$ cat src/rtl/bin2bcd_seq.sv
// Sequential binary-to-BCD converter (double dabble), one input bit per clock.
// Uses the start/ready/done_tick handshake, so it chains straight off the Fibonacci FSMD.
module bin2bcd_seq #(
  parameter int W = 20,
  parameter int D = 7
) (
  input  logic           clk,
  input  logic           reset,
  input  logic           start,
  input  logic [W-1:0]   bin,
  output logic           ready,
  output logic           done_tick,
  output logic [4*D-1:0] bcd
);

  localparam int NW = $clog2(W + 1);

  localparam logic [1:0] S_IDLE = 2'b00;
  localparam logic [1:0] S_OP   = 2'b01;
  localparam logic [1:0] S_DONE = 2'b10;

  logic [1:0]     state_reg, state_next;
  logic [W-1:0]   p_reg, p_next;
  logic [4*D-1:0] bcd_reg, bcd_next;
  logic [NW-1:0]  n_reg, n_next;
  logic [4*D-1:0] adj;
  logic [4*D-1:0] shifted;

  // Add-3 correction on every digit in parallel, before the shift.
  generate
    for (genvar gi = 0; gi < D; gi++) begin : g_adj
      assign adj[4*gi +: 4] = (bcd_reg[4*gi +: 4] > 4'd4) ?
                              bcd_reg[4*gi +: 4] + 4'd3 : bcd_reg[4*gi +: 4];
    end
  endgenerate

  // Digit chain takes the binary MSB into the units digit; the top digit's MSB drops off.
  assign shifted = {adj[4*D-2:0], p_reg[W-1]};

  always_comb begin
    state_next = state_reg;
    p_next     = p_reg;
    bcd_next   = bcd_reg;
    n_next     = n_reg;
    case (state_reg)
      S_IDLE: begin
        if (start) begin
          p_next     = bin;
          bcd_next   = '0;
          n_next     = NW'(W);
          state_next = S_OP;
        end
      end
      S_OP: begin
        p_next   = {p_reg[W-2:0], 1'b0};
        bcd_next = shifted;
        n_next   = n_reg - NW'(1);
        if (n_reg == NW'(1))
          state_next = S_DONE;
      end
      S_DONE: begin
        state_next = S_IDLE;
      end
      default: begin
        state_next = S_IDLE;
      end
    endcase
  end

  always_ff @(posedge clk or posedge reset) begin
    if (reset) begin
      state_reg <= S_IDLE;
      p_reg     <= '0;
      bcd_reg   <= '0;
      n_reg     <= '0;
    end else begin
      state_reg <= state_next;
      p_reg     <= p_next;
      bcd_reg   <= bcd_next;
      n_reg     <= n_next;
    end
  end

  assign ready     = (state_reg == S_IDLE);
  assign done_tick = (state_reg == S_DONE);
  assign bcd       = bcd_reg;

endmodule

$ cat config.mk
export PLATFORM = sky130hd
export DESIGN_NAME = bin2bcd_seq
export DESIGN_NICKNAME = d
export VERILOG_FILES = /design/src/rtl/bin2bcd_seq.sv
export SDC_FILE = /design/constraint.sdc
export NUM_CORES = 1
export LEC_CHECK = 0
export BUFFER_PORTS_ARGS = -buffer_cell sky130_fd_sc_hd__buf_2
export CAP_MARGIN = 0
export CORE_MARGIN = 2
export CORE_UTILIZATION = 50
export DETAILED_ROUTE_END_ITERATION = 12
export PLACE_DENSITY = 0.7
export SKIP_LAST_GASP = 1
export SLEW_MARGIN = 20
export SYNTH_ARGS = -nofsm -noshare
export SYNTH_HDL_FRONTEND = slang
export SYNTH_SLANG_ARGS = --single-unit
$ cat constraint.sdc
create_clock -name clk -period 4.3 [get_ports clk]
set_clock_uncertainty 0.2 [all_clocks]
set_input_delay 0.43 -clock clk [delete_from_list [all_inputs] [get_ports clk]]
set_output_delay 0.43 -clock clk [all_outputs]
set_load 0.03 [all_outputs]
==> qor.json <==
{
  "synth_enable_flop_cells": 0,
  "worstPathMaxFanout": 28,
  "critical_path.n_buffers_inverters": 1,
  "insertedDiodeCount": 0,
  "netlist_instances": 295,
  "cts_hold_buf": 1,
  "worst_slew_pin_slew_ns": 0.9446,
  "syn-mean-instance-area_um2": 9.870,
  "clock.fmax_mhz": 431.7,
  "wl_per_cell_um": 15.12,
  "io-pin-count": 53,
  "post-dp-hpwl_um": 4117,
  "cts_num_sinks": 55,
  "critical_path_class": "reg2reg",
  "floorplan_die_area_um2": 6450,
  "final.setup.tns_ns": 0,
  "critPathCaptureType": "flip-flop",
  "width_of_the_chip_um": 80.31,
  "via_count": 2394,
  "period_share": 0.5387,
  "slowest_stage": "sky130_fd_sc_hd__dfrtp_1",
  "cp_top_family": "flip-flops",
  "ys.warnings.count": 0,
  "post_route_insts_no_fill": 408,
  "area_delta_synth_final_pct": 12.16,
  "grt_antenna_before_repair": 0,
  "yosys.area.top_type_share": 0.4727,
  "finalSetupViolations": 0,
  "part_of_the_power_in_combinational_logic": 0.499,
  "synth_top_family_by_area": "compound AO/OA/AOI/OAI gates",
  "yosys.cell_types.count": 34,
  "yosys.cell_count.top_type": "sky130_fd_sc_hd__dfrtp_1",
  "post-route-cell-area_um2": 3266,
  "postCtsSetupRepairBufs": 0,
  "synth_top_cell_by_area": "sky130_fd_sc_hd__dfrtp_1",
  "net-switching-power_w": 0.001174,
  "cts_inserted_buffers": 5,
  "max_cap_violations": 0,
  "cts_repair_resize_count": 0,
  "number_of_global_route_vias_before_repair": 2254,
  "cts_tree": "yes",
  "final_layout_size_suffix_gt1_frac": 0.1994,
  "post-route-drc-count": 0,
  "finish.utilization": 0.5859,
  "drtPass1Iterations": 4,
  "core_um2": 5574,
  "worstSetupStartpointType": "flip-flop",
  "clock_tree.htree_level_count": 2,
  "fin_crit_ns": 2.316,
  "cp_data_required_time_ns": 4.32,
  "die_h_um": 80.31,
  "mappedNetlistArea_um2": 2912,
  "syn_nets": 327,
  "cpPeakStageDelay_ns": 0.90,
  "p_int_w": 0.001416,
  "worstSkewPairLatency_ns": 0.31,
  "hp-class": "in2reg",
  "routed_wirelength_um": 6167,
  "synth.yosys.seq_area_share": 0.4727,
  "synth.cells.most_frequent": "sky130_fd_sc_hd__dfrtp_1, sky130_fd_sc_hd__o21ai_0, sky130_fd_sc_hd__nor2b_1, sky130_fd_sc_hd__a21oi_1, sky130_fd_sc_hd__inv_1",
  "track_usage": 0.2096,
  "finalHoldWorstSlack_ns": 0.1846,
  "slew_headroom": 0.3690,
  "critical_path.cell_chain": "nor2b_2 > buf_4 > a22oi_1 > o21ai_0",
  "worst_ir_drop_vdd_mv": 0.4040,
  "grt_setup_unrepaired": "false",
  "worst_ep_arrival_time_ns": 2.34,
  "place.port_buffers": 52,
  "grt_overflow_total": 0,
  "first_pass_grt_wire_length_um": 10540,
  "p_leak_nw": 1.494,
  "dpl.cell_count": 400,
  "synth_ff_type": "sky130_fd_sc_hd__dfrtp_1",
  "outcome": "finished clean",
  "clk_pin_slew_ns": 0.10,
  "synth_compound_gate_area_share": 0.2699,
  "final-hold-violation-count": 0,
  "synth.top_cells.by_area": "sky130_fd_sc_hd__dfrtp_1, sky130_fd_sc_hd__o21ai_0, sky130_fd_sc_hd__nor2b_1",
  "power.share.clock": 0.112,
  "avgViaCountPerCell": 5.868,
  "effective_utilization_at_floorplan": 0.5223,
  "synth-async-reset-ratio": 1.000,
  "synth_adder_area_share": 0.03868,
  "report.final.slew_viol_count": 0,
  "numnets_final": 368,
  "power.share.switching": 0.4532,
  "grt_max_degree": 43,
  "cts-root-buf": "sky130_fd_sc_hd__clkbuf_8",
  "post_synthesis_mux_area_share": 0.02407,
  "row_count": 27,
  "synth-seq-cells": 55,
  "cts_buffer_depth": 2,
  "dpl_cell_area_um2": 3168,
  "ant_nets": 0,
  "globalplace.congestion": 0.7852,
  "synthSimpleGateAreaFrac": 0.1324,
  "pwr_density_cell_nw_per_um2": 792.9,
  "dr.first_iter.drc_count": 168,
  "largest_register_ffs": 28,
  "post_synth_xor_area_fraction": 0,
  "seq_power_share": 0.388
}
-- worst paths after layout --
kind	endpoint	slack (ns)	cells after the start	startpoint
max	p_reg[5]$_DFFE_PP0P_	1.98	4	state_reg[0]$_DFFE_PP0P_
min	p_reg[0]$_DFFE_PP0P_	0.18	3	bin[0]
max reg2reg	p_reg[5]$_DFFE_PP0P_	1.98	4	state_reg[0]$_DFFE_PP0P_
min reg2reg	p_reg[0]$_DFFE_PP0P_	0.30	2	p_reg[0]$_DFFE_PP0P_
max in group asynchronous	bcd[22]$_DFFE_PP0P_	2.66	4	reset
min in group asynchronous	bcd[0]$_DFFE_PP0P_	0.40	3	reset
-- worst reg2reg max path: stages (launching register included) --
cell and delay [ns]:
sky130_fd_sc_hd__dfrtp_1 0.90, sky130_fd_sc_hd__nor2b_2 0.55, sky130_fd_sc_hd__buf_4 0.35, sky130_fd_sc_hd__a22oi_1 0.11, sky130_fd_sc_hd__o21ai_0 0.13
-- routing by layer --
layer	track usage	wire length [um]	vias to the layer above	part of all wire
met5	0	0	-	0
met4	0.06271	68	0	0.011
met1	0.2833	2870	1179	0.47
met2	0.3417	2998	38	0.49
met3	0.04157	230	7	0.037
li1	-	-	1170	-
-- power groups by stage --
stage          Sequential (W)  Clock [W]  Combinational [W]
6_report              0.00101   0.000291            0.00129
2_1_floorplan         0.00116          0           0.000857
3_5_place_dp          0.00101          0            0.00130
4_1_cts               0.00101   0.000300            0.00131
3_3_place_gp          0.00101          0            0.00128
5_1_grt               0.00105   0.000316            0.00145
-- final cells by class --
cell class	count	area [um2]
sequential	55	1376
fill	497	2308
inverter	18	67.56
timing repair buffer	55	285.3
clock buffer	6	82.58
clock inverter	1	5.005
multi-input combinational	201	1359
tap	72	90.09
-- cells by family after synthesis --
| logic type | after synthesis |
|---|---|
| flops | 55 |
| compound gates | 119 |
| buf+inv | 39 |
| simple gates | 66 |
| mux | 7 |
| fa+ha+maj | 9 |
-- placed cells by master (no fill, tap or decap), drive strengths merged, types with 2 or more instances in the layout --
| cell type | instances |
|---|---|
| and3b | 2 |
| nor3 | 7 |
| dfrtp | 55 |
| nor2b | 27 |
| o32ai | 7 |
| o21a | 7 |
| buf | 54 |
| inv | 18 |
| mux2i | 7 |
| o22ai | 7 |
| nor2 | 9 |
| ha | 9 |
| a32o | 13 |
| nand2 | 7 |
| a21oi | 20 |
| or3 | 6 |
| o31ai | 7 |
| clkbuf | 6 |
| a22oi | 17 |
| o21ai | 37 |
-- per-stage QoR --
stage / worst slack (ns) / total power (W)
after floorplan: 2.327 / 0.002021
after global placement: 1.908 / 0.002286
after detailed placement: 1.999 / 0.002316
after CTS: 1.976 / 0.002616
after global routing: 1.771 / 0.002821
final: 1.984 / 0.002589
No activity file was read; power rests on OpenSTA's default activity.
